`src/rtl/uart_rx_fifo_ctrl.sv`:
```
// -----------------------------------------------------------------------------
// uart_rx_fifo_ctrl
// Read-side controller for the 16-entry UART receive FIFO. Converts single-cycle
// CPU requests (byte read, line-status read, flush) into FIFO pop and
// error-clear strobes, and generates the receive interrupts.
//
// Parameters
//   TIMEOUT_CHARS  character times without activity before irqTimeout (1..7)
//
// Ports
//   clock          system clock, rising edge
//   reset          asynchronous, active-low reset
//   triggerSel     trigger level select: 0->1, 1->4, 2->8, 3->14 entries
//   cpuRead        one-cycle request for one received byte
//   lsrRead        one-cycle pulse: CPU read the line-status register
//   flushReq       one-cycle request to flush the FIFO
//   charTick       one pulse per received character time
//   rxWe           receiver write strobe (also the FIFO write strobe)
//   fifoEmpty      FIFO empty flag
//   fifoFull       FIFO full flag
//   nrOfEntries    FIFO occupancy, 0..16
//   fifoData       FIFO head data
//   frameErrorIn   head entry frame error
//   parityErrorIn  head entry parity error
//   breakIn        head entry break condition
//   fifoError      FIFO "some entry has an error" flag
//   fifoRe         FIFO pop strobe
//   clearError     clear error flags of the head entry
//   rdValid        one-cycle pulse: rdData/rdStatus hold a completed read
//   rdData         byte returned by the last read
//   rdStatus       {empty, break, parity, frame} of the last read
//   flushBusy      high while a flush is running
//   irqData        trigger-level interrupt
//   irqTimeout     character-timeout interrupt
//   irqLineStatus  line-status interrupt (sticky until lsrRead)
//   irq            OR of the three interrupt sources
// -----------------------------------------------------------------------------
module uart_rx_fifo_ctrl #(
    parameter int TIMEOUT_CHARS = 4
) (
    input  logic       clock,
    input  logic       reset,
    input  logic [1:0] triggerSel,
    input  logic       cpuRead,
    input  logic       lsrRead,
    input  logic       flushReq,
    input  logic       charTick,
    input  logic       rxWe,
    input  logic       fifoEmpty,
    input  logic       fifoFull,
    input  logic [4:0] nrOfEntries,
    input  logic [7:0] fifoData,
    input  logic       frameErrorIn,
    input  logic       parityErrorIn,
    input  logic       breakIn,
    input  logic       fifoError,
    output logic       fifoRe,
    output logic       clearError,
    output logic       rdValid,
    output logic [7:0] rdData,
    output logic [3:0] rdStatus,
    output logic       flushBusy,
    output logic       irqData,
    output logic       irqTimeout,
    output logic       irqLineStatus,
    output logic       irq
);

    typedef enum logic [1:0] {
        IDLE  = 2'd0,
        POP   = 2'd1,
        FLUSH = 2'd2
    } ctrlStateT;

    localparam logic [2:0] TIMEOUT_LIM = 3'(TIMEOUT_CHARS);
    // The flush gives up once 16 cycles have elapsed so that a receiver
    // writing every cycle cannot keep it alive forever.
    localparam logic [4:0] FLUSH_CAP   = 5'd16;

    ctrlStateT  stateReg, stateNext;
    logic [4:0] popCountReg;
    logic       rdValidReg;
    logic [7:0] rdDataReg;
    logic [3:0] rdStatusReg;
    logic [2:0] quietCountReg;
    logic       irqDataReg, irqTimeoutReg, irqLineStatusReg, irqReg;
    logic       lsrClearReg;
    logic [1:0] lsrMaskReg;
    logic [4:0] trigLevel;
    logic [2:0] headErr, headErrGated;

    // Head error flags are meaningless when the FIFO is empty; force them low.
    assign headErr = {breakIn, parityErrorIn, frameErrorIn};
    for (genvar gi = 0; gi < 3; gi++) begin : g_errGate
        assign headErrGated[gi] = headErr[gi] & ~fifoEmpty;
    end

    // ------------------------------------------------------------------
    // Request sequencing FSM
    // ------------------------------------------------------------------
    always_ff @(posedge clock or negedge reset) begin
        if (!reset) begin
            stateReg <= IDLE;
        end else begin
            stateReg <= stateNext;
        end
    end

    always_comb begin
        stateNext = stateReg;
        fifoRe    = 1'b0;
        case (stateReg)
            IDLE: begin
                if (flushReq) begin
                    stateNext = FLUSH;
                end else if (cpuRead) begin
                    stateNext = POP;
                end
            end
            POP: begin
                // Never pop an empty FIFO: it would treat a concurrent write
                // plus read as a pop and lose the incoming byte.
                fifoRe = ~fifoEmpty;
                // A flush requested during the pop follows straight after it;
                // a second cpuRead here is dropped.
                stateNext = flushReq ? FLUSH : IDLE;
            end
            FLUSH: begin
                fifoRe = ~fifoEmpty;
                if (fifoEmpty || (popCountReg == FLUSH_CAP)) begin
                    stateNext = IDLE;
                end
            end
            default: stateNext = IDLE;
        endcase
    end

    // Cycles spent in the current flush; zero outside FLUSH so that a zero
    // count inside FLUSH marks the first flush cycle.
    always_ff @(posedge clock or negedge reset) begin
        if (!reset) begin
            popCountReg <= '0;
        end else if ((stateReg == FLUSH) && (stateNext == FLUSH)) begin
            popCountReg <= popCountReg + 5'd1;
        end else begin
            popCountReg <= '0;
        end
    end

    assign flushBusy  = (stateReg == FLUSH);
    assign clearError = lsrClearReg | ((stateReg == FLUSH) && (popCountReg == 5'd0));

    // ------------------------------------------------------------------
    // Read result capture
    // ------------------------------------------------------------------
    always_ff @(posedge clock or negedge reset) begin
        if (!reset) begin
            rdValidReg  <= 1'b0;
            rdDataReg   <= '0;
            rdStatusReg <= '0;
        end else begin
            rdValidReg <= (stateReg == POP);
            if (stateReg == POP) begin
                rdDataReg   <= fifoEmpty ? 8'h00 : fifoData;
                rdStatusReg <= {fifoEmpty, headErrGated};
            end
        end
    end

    assign rdValid  = rdValidReg;
    assign rdData   = rdDataReg;
    assign rdStatus = rdStatusReg;

    // ------------------------------------------------------------------
    // Trigger-level interrupt
    // ------------------------------------------------------------------
    always_comb begin
        case (triggerSel)
            2'd0:    trigLevel = 5'd1;
            2'd1:    trigLevel = 5'd4;
            2'd2:    trigLevel = 5'd8;
            default: trigLevel = 5'd14;
        endcase
    end

    // ------------------------------------------------------------------
    // Character timeout: counts idle character times while data waits.
    // ------------------------------------------------------------------
    always_ff @(posedge clock or negedge reset) begin
        if (!reset) begin
            quietCountReg <= '0;
        end else if (rxWe || fifoRe || fifoEmpty) begin
            quietCountReg <= '0;
        end else if (charTick && (quietCountReg != TIMEOUT_LIM)) begin
            quietCountReg <= quietCountReg + 3'd1;
        end
    end

    // ------------------------------------------------------------------
    // Line-status interrupt. After an LSR read the FIFO's error flag takes
    // two cycles to reflect the clear, so setting is masked meanwhile.
    // ------------------------------------------------------------------
    always_ff @(posedge clock or negedge reset) begin
        if (!reset) begin
            lsrClearReg      <= 1'b0;
            lsrMaskReg       <= '0;
            irqLineStatusReg <= 1'b0;
        end else begin
            lsrClearReg <= lsrRead;
            if (lsrRead) begin
                lsrMaskReg <= 2'd2;
            end else if (lsrMaskReg != 2'd0) begin
                lsrMaskReg <= lsrMaskReg - 2'd1;
            end
            if (lsrRead) begin
                irqLineStatusReg <= 1'b0;
            end else if (fifoError && (lsrMaskReg == 2'd0)) begin
                irqLineStatusReg <= 1'b1;
            end
        end
    end

    // ------------------------------------------------------------------
    // Registered interrupt outputs
    // ------------------------------------------------------------------
    always_ff @(posedge clock or negedge reset) begin
        if (!reset) begin
            irqDataReg    <= 1'b0;
            irqTimeoutReg <= 1'b0;
            irqReg        <= 1'b0;
        end else begin
            // A full FIFO satisfies every trigger level.
            irqDataReg    <= (nrOfEntries >= trigLevel) | fifoFull;
            irqTimeoutReg <= (quietCountReg == TIMEOUT_LIM) & ~fifoEmpty;
            irqReg        <= irqDataReg | irqTimeoutReg | irqLineStatusReg;
        end
    end

    assign irqData       = irqDataReg;
    assign irqTimeout    = irqTimeoutReg;
    assign irqLineStatus = irqLineStatusReg;
    assign irq           = irqReg;

endmodule

```
`config.mk`:
```
export PLATFORM = sky130hd
export DESIGN_NAME = uart_rx_fifo_ctrl
export DESIGN_NICKNAME = d
export VERILOG_FILES = /design/src/rtl/uart_rx_fifo_ctrl.sv
export SDC_FILE = /design/constraint.sdc
export NUM_CORES = 1
export LEC_CHECK = 0
export ABC_AREA = 0
export CAP_MARGIN = 20
export CORE_MARGIN = 4
export CORE_UTILIZATION = 43
export CTS_CLUSTER_SIZE = 8
export DETAILED_ROUTE_END_ITERATION = 16
export GPL_TIMING_DRIVEN = 0
export PLACE_DENSITY = 0.82
export SLEW_MARGIN = 5
export SYNTH_ARGS = -nofsm -noshare
export SYNTH_HDL_FRONTEND = slang
export SYNTH_SLANG_ARGS = --single-unit
```
`constraint.sdc`:
```
create_clock -name clock -period 4.1 [get_ports clock]
set_input_delay 0.82 -clock clock [delete_from_list [all_inputs] [get_ports clock]]
set_output_delay 0.82 -clock clock [all_outputs]
set_load 0.02 [all_outputs]
```
==> parameters.txt, run 1 <==
Parameter                              Value

Outcome
  Outcome    finished clean

Clock network
  Clock tree root buffer cell    clkbuf_4
  Latest clock arrival within the worst-skew pair    about 0.33 ns
  Resize count post-CTS    0
  Number of buffers inserted by hold repair at cts    0
  Number of setup buffers added after CTS    0
  Worst-case clock buffer depth    2
  Inserted Clock Buffers    5
  CTS Sinks    30
  Clock tree from TritonCTS    yes
  Clock slew at reported path FFs    0.09 ns
  H-tree depth reported by CTS    2

Timing
  Total count of hold-check failures in the final report    0
  Setup violation total in the final timing report    0
  Final max-slew violation count    0
  Post-route clock period utilization    between 70% and 80%
  Unrepaired setup endpoints after global routing    no
  Relative slew margins    a little under half
  Clock Skew    around 0.0054 ns
  Maximum achievable frequency    309 MHz
  Aggregate negative setup slack    0 ns
  Time the worst path needs with I/O delays and setup    between 3 and 4 ns
  Pin slew with the least headroom to its limit    ~0.80 ns

Floorplan
  Initial core utilization    44.6%
  DIE AREA    between 4000 and 5000 µm²
  I/O pin total    48
  Vertical die dimension    around 67 µm
  Width of the die    approximately 67 µm
  # rows    21
  Core outline area    about 3300 µm²

Logic synthesis
  Most frequent cells after synthesis    dfrtp_1, inv_1, o21ai_0
  Dominant register cell in the synthesized netlist    dfrtp_1
  Warnings, synthesis    0
  Post-Synthesis Cell Area    ~1500 µm²
  Biggest area contributors in the synthesized netlist    dfrtp_1, ha_1, nand3b_1, inv_1, o21ai_0
  Cell variety after synth    29
  Number of enable-type register cells in the synthesized netlist    0
  Net count after synthesis    186
  Instance count of the mapped netlist    145
  Share of flip-flops with an asynchronous set or reset after synthesis    100%
  Flop and latch count out of synthesis    30
  Synthesized area per cell    10.3 µm²
  Dominant cell type by area after synthesis    dfrtp_1
  Portion of the post-synthesis area used by sequential elements    50.4%
  Area share of the leading cell type in the synthesized netlist    between 50% and 60%
  Most repeated cell in the gate-level netlist after synthesis    dfrtp_1

Route
  Drt initial violations    between 50 and 60
  Number of remaining DRC errors    0
  Number of detailed-route iterations in the first pass    4
  Detailed-route wire length    3600 µm
  Vias    roughly 1.2k
  Antenna violation net count after detailed routing    0
  Drt wl/cell    ~15 µm
  Drt via density    between 5 and 6

Power
  Leakage power summed over all cells    0.925 nW
  Largest vdd supply drop    between 0.0003 and 0.0004 V
  P per Cell Area    529 nW/µm²

Critical path
  Crit path largest cell delay    between 0.6 and 0.7 ns
  Gate family responsible for the most delay along the worst path    buffers and inverters
  Slowest stage cell on the critical path    clkdlybuf4s50_1
  Type of element launching the critical path    primary input
  Arrival time of data at the critical path endpoint    approximately 2.4 ns
  Chain of cells forming the critical path    clkdlybuf4s50_1 -> clkbuf_1 -> nor2b_1 -> clkdlybuf4s50_1
  Worst Setup End Kind    output port
  Endpoint of the most critical register-to-register path    popCountReg[3]$_DFF_PN0_
  Buffering stage count on the worst path with inverters included    3
  Register-to-Register Setup Slack    ~2.5 ns
  Category of the most critical setup path    in -> out
  Launch point of the worst reg-to-reg path    stateReg[1]$_DFF_PN0_
  Maximum fanout encountered on the critical timing path    10
  Cell mode on critical path    clkdlybuf4s50_1
  FF-to-FF path depth    6
  Critical Path RT    ~3.3 ns

Job
  Count of max-cap constraint violations    0

Layout
  FILL cells    ~280
  Ratio of cells with drive above 1 in the final layout    ~7.5%
  Ant. Diodes    0
  Number of nets in the layout    241
  Finished Cell Area    approximately 2100 µm²
  Layout Area Growth over Synthesis    41.8%

Worst hold path
  Class of the tightest hold or removal check    reg -> reg
  Destination of the worst hold path    irq$_DFF_PN0_
  Critical hold path startpoint    irqData$_DFF_PN0_
  Worst Hold Depth    1

Global route
  Total global routing overflow    0
  Global routing usage on met2    between 30% and 40%
  First-pass GRT wire length    approximately 6100 µm
  Number of global-route vias before repair    about 1.3k
  Met1 GRT Util    18.5%
  Number of antenna violations at the first check in global routing    0
  Most used routing layer in global routing    met2
  Pin count of the biggest net entering global routing    17
  All-Layer GR Usage    between 10% and 20%
  GRT met3 Usage    about 5.2%

Placement
  Routability-driven placement congestion ratio    between 0.7 and 0.8
  Port Buf Inserts    47
  Cell area after placement    roughly 2000 µm²
  Detailed Place HPWL    around 2800 µm
area by class of cell:
class,instances,area [µm²],share of cell area [%]
flip-flops and latches,30,751,35.6
multi-input cells,89,641,30.3
repair buffers,48,485,23.0
inverters,23,86.3,4.09
clock buffers,8,78.8,3.73
well taps,46,57.6,2.73
plain buffers,3,11.3,0.533
per-stage QoR:
stage                     std cells  setup WS, ns  hold WS (ns)  util [%]  power, mW
after floorplan                 145          1.99         0.459         -      0.678
after global placement          238         0.909         0.461      60.4      0.869
after detailed placement        239         0.860         0.466      60.9      0.905
after global routing            247         0.770         0.511      63.3       1.19
after CTS                       247         0.828         0.479      63.3       1.13
final                           247         0.863         0.477      63.3       1.12
layer usage:
metal	vias to the layer above	routed length (µm)
met3	7	150
li1	594	-
met1	612	1340
met5	-	0
met2	29	2040
met4	0	65
how the worst max path moves through the flow:
stage | slack, ns | end | cells past startpoint | start
2_1_floorplan | 1.99 | fifoRe | 2 | fifoEmpty
3_3_place_gp | 0.91 | fifoRe | 4 | fifoEmpty
3_5_place_dp | 0.86 | fifoRe | 4 | fifoEmpty
4_1_cts | 0.83 | fifoRe | 4 | fifoEmpty
5_1_grt | 0.77 | fifoRe | 4 | fifoEmpty
6_report | 0.86 | fifoRe | 4 | fifoEmpty
cells in the final DEF (no fill, tap or decap), drive strengths merged:
cell type	Yosys	final
or3	2	2
a21o	1	1
clkbuf	3	11
nand3b	12	12
nand2	4	4
a211o	1	1
a21boi	1	1
or2b	1	1
xor2	3	3
nor2b	3	3
mux2	1	1
and4bb	1	1
nor2	10	10
dfrtp	30	30
and4b	1	1
clkdlybuf4s50	0	47
nand3	2	2
o21ai	17	17
a211oi	1	1
a21oi	3	3
xnor2	2	2
nor4	5	5
inv	23	23
buf	0	1
ha	13	13
nand2b	1	1
nor3	3	3
nor4b	1	1
cell families (layout without fill, tap and decap cells):
| family | count (synthesis) | in the layout | synth area share, % |
|---|---|---|---|
| and+or+nand+nor | 46 | 46 | 19.3 |
| DFF | 30 | 30 | 50.4 |
| buffers and inverters | 26 | 82 | 6.55 |
| AOI/OAI and AO/OA | 24 | 24 | 9.08 |
| adders and majority gates | 13 | 13 | 10.9 |
| xor gates and xnor gates | 5 | 5 | 2.94 |
| muxes | 1 | 1 | 0.756 |
flip-flops by register name, summed over array words and instances (netlist names):
signal / cells
irq: 1
irqData: 1
irqLineStatus: 1
irqTimeout: 1
lsrClearReg: 1
lsrMaskReg: 2
popCountReg: 5
quietCountReg: 3
rdData: 8
rdStatus: 4
rdValid: 1
stateReg: 2
report_power, final:
part	total, mW	internal, mW	leakage, nW	switching [mW]
sequential	0.418	0.368	0.388	0.0500
clock	0.218	0.117	0.0446	0.101
combinational	0.481	0.222	0.492	0.258
total	1.12	0.707	0.925	0.409
(Power assumes the default switching activity.)
==> run 2: changes to the inputs <==
Clock period 4.1 ns to 3.1 ns, I/O delays scaled along.
==> results of run 2 <==
Same layout as run 1 (identical final DEF). Status: finished clean.
Main changes from that run: setup slack after placement 0.860 ns -> 0.260 ns; setup slack after layout 0.863 ns -> 0.263 ns; register-to-register setup slack 2.49 ns -> 1.49 ns; total power 1.12 mW -> 1.48 mW; worst IR drop on VDD 0.000326 V -> 0.000431 V
==> run 3: changes to the inputs <==
Settings changed: PLACE_DENSITY 0.82 to 0.75.
==> parameters.txt, run 3 (synthesis results as in run 1) <==
Parameter                              Value

Route
  Detailed-route wire length    3300 µm (was 3600 µm)
  Drt initial violations    70 (was 56)
  Vias    1233 (was 1242)
  Number of detailed-route iterations in the first pass    4 (unchanged)
  Drt via density    4.99 (was 5.03)
  Drt wl/cell    13.3 µm (was 14.6 µm)
  Number of remaining DRC errors    0 (unchanged)
  Antenna violation net count after detailed routing    0 (unchanged)

Power
  Overall power of the completed layout    1.46 mW (was 1.48 mW)
  Leakage power summed over all cells    0.925 nW (unchanged)
  P per Cell Area    692 nW/µm² (was 699 nW/µm²)
  Largest vdd supply drop    0.000333 V (was 0.000431 V)

Layout
  Commonest non-fill, non-tap cell in the layout    clkdlybuf4s50_1 (unchanged)
  Total area of multi-input combinational cells    641 µm² (unchanged)
  Register cell area after layout    751 µm² (unchanged)
  Most frequent cells in the layout    clkdlybuf4s50_1, dfrtp_1, inv_1, o21ai_0, ha_1 (unchanged)
  Ant. Diodes    0 (unchanged)
  Layout Area Growth over Synthesis    41.8% (unchanged)
  Largest register FFs    8 (unchanged)
  Final cell utilization of the core    63.3% (unchanged)
  FILL cells    291 (was 284)
  Number of nets in the layout    241 (unchanged)
  Ratio of cells with drive above 1 in the final layout    7.46% (unchanged)
  Finished Cell Area    2110 µm² (unchanged)
  Number of standard cells in the final layout excluding fillers    247 (unchanged)

Critical path
  Worst Setup End Kind    output port (unchanged)
  Category of the most critical setup path    in -> out (unchanged)
  Arrival time of data at the critical path endpoint    2.20 ns (was 2.22 ns)
  Critical Path RT    2.48 ns (about the same)
  Register-to-Register Setup Slack    1.53 ns (was 1.49 ns)
  Type of element launching the critical path    primary input (unchanged)
  Maximum fanout encountered on the critical timing path    10 (unchanged)

Timing
  Final max-slew violation count    0 (unchanged)
  Relative slew margins    49.5% (was 46.2%)
  Aggregate negative setup slack    0 ns (unchanged)
  Unrepaired setup endpoints after global routing    no (unchanged)
  Pin slew with the least headroom to its limit    0.755 ns (was 0.805 ns)
  Clock Skew    0.00921 ns (was 0.00544 ns)
  Maximum achievable frequency    354 MHz (was 352 MHz)
  Setup violation total in the final timing report    0 (unchanged)
  Total count of hold-check failures in the final report    0 (unchanged)
  Post-route clock period utilization    91.1% (was 91.5%)
  Time the worst path needs with I/O delays and setup    2.82 ns (was 2.84 ns)

Job
  Count of max-cap constraint violations    0 (unchanged)

Clock network
  Number of buffers inserted by hold repair at cts    0 (unchanged)
  Clock tree from TritonCTS    yes (unchanged)
  Worst-case clock buffer depth    2 (unchanged)
  Clock slew at reported path FFs    0.09 ns (about the same)
  H-tree depth reported by CTS    2 (unchanged)
  Number of setup buffers added after CTS    0 (unchanged)
  Clock tree root buffer cell    clkbuf_4 (unchanged)
  Latest clock arrival within the worst-skew pair    0.33 ns (about the same)
  Inserted Clock Buffers    5 (unchanged)
  CTS Sinks    30 (unchanged)
  Resize count post-CTS    0 (unchanged)

Worst hold path
  Class of the tightest hold or removal check    reg -> reg (unchanged)

Floorplan
  I/O pin total    48 (unchanged)
  Width of the die    66.8 µm (unchanged)
  Core outline area    3340 µm² (unchanged)
  # rows    21 (unchanged)
  DIE AREA    4470 µm² (unchanged)
  Vertical die dimension    66.8 µm (unchanged)
  Initial core utilization    44.6% (unchanged)

Global route
  Number of global-route vias before repair    1374 (was 1331)
  Total global routing overflow    0 (unchanged)
  All-Layer GR Usage    17.4% (was 18.7%)
  First-pass GRT wire length    5810 µm (was 6080 µm)
  Pin count of the biggest net entering global routing    17 (unchanged)
  Number of antenna violations at the first check in global routing    0 (unchanged)

Placement
  Cell area after placement    2030 µm² (unchanged)
  Detailed Place HPWL    2530 µm (was 2810 µm)
  Placed cells    239 (unchanged)
  Routability-driven placement congestion ratio    0.768 (was 0.737)
  Port Buf Inserts    47 (unchanged)

Outcome
  Outcome    finished clean (unchanged)
[run 3: cell counts in the layout (fill, tap and decap cells not counted)]
Identical to the previous run, type by type.
[run 3: per-stage QoR]
stage / setup slack [ns] / hold WS, ns
after detailed placement: 0.280 / 0.472
after global routing: 0.167 / 0.519
after floorplan: 1.39 / 0.324
final: 0.276 / 0.493
after global placement: 0.276 / 0.450
after CTS: 0.266 / 0.501
[run 3: layer usage]
metal / wire, µm / track usage (%) / up-vias / part of all wire, %
met2: 1600 / 29.8 / 49 / 48
li1: - / - / 595 / -
met4: 63 / 6.60 / 0 / 1.9
met3: 291 / 7.93 / 9 / 8.8
met5: 0 / 0 / - / 0
met1: 1340 / 18.6 / 580 / 41
[run 3: worst paths after layout]
kind	startpoint	to	cells after the start
worst max-delay path	fifoEmpty	fifoRe	4
worst min-delay path	irqData$_DFF_PN0_	irq$_DFF_PN0_	1
worst max register to register	popCountReg[0]$_DFF_PN0_	popCountReg[4]$_DFF_PN0_	6
worst min register to register	irqData$_DFF_PN0_	irq$_DFF_PN0_	1
max in group asynchronous	reset	irqData$_DFF_PN0_	2
min in group asynchronous	reset	rdValid$_DFF_PN0_	1
[run 3: critical path: stages]
cell and delay (ns):
clkdlybuf4s50_1 0.62, clkbuf_1 0.33, nor2b_1 0.09, clkdlybuf4s50_1 0.55
[run 3: cell type report]
cell class / instances / area share (%)
plain buffers: 3 / 0.533
clock buffers: 8 / 3.73
inverters: 23 / 4.09
multi-input cells: 89 / 30.3
flip-flops and latches: 30 / 35.6
well taps: 46 / 2.73
repair buffers: 48 / 23.0
[run 3: power breakdown]
group | switching (mW) | total, mW | internal (mW)
clock network | 0.137 | 0.292 | 0.155
registers | 0.0631 | 0.549 | 0.486
logic | 0.328 | 0.619 | 0.291
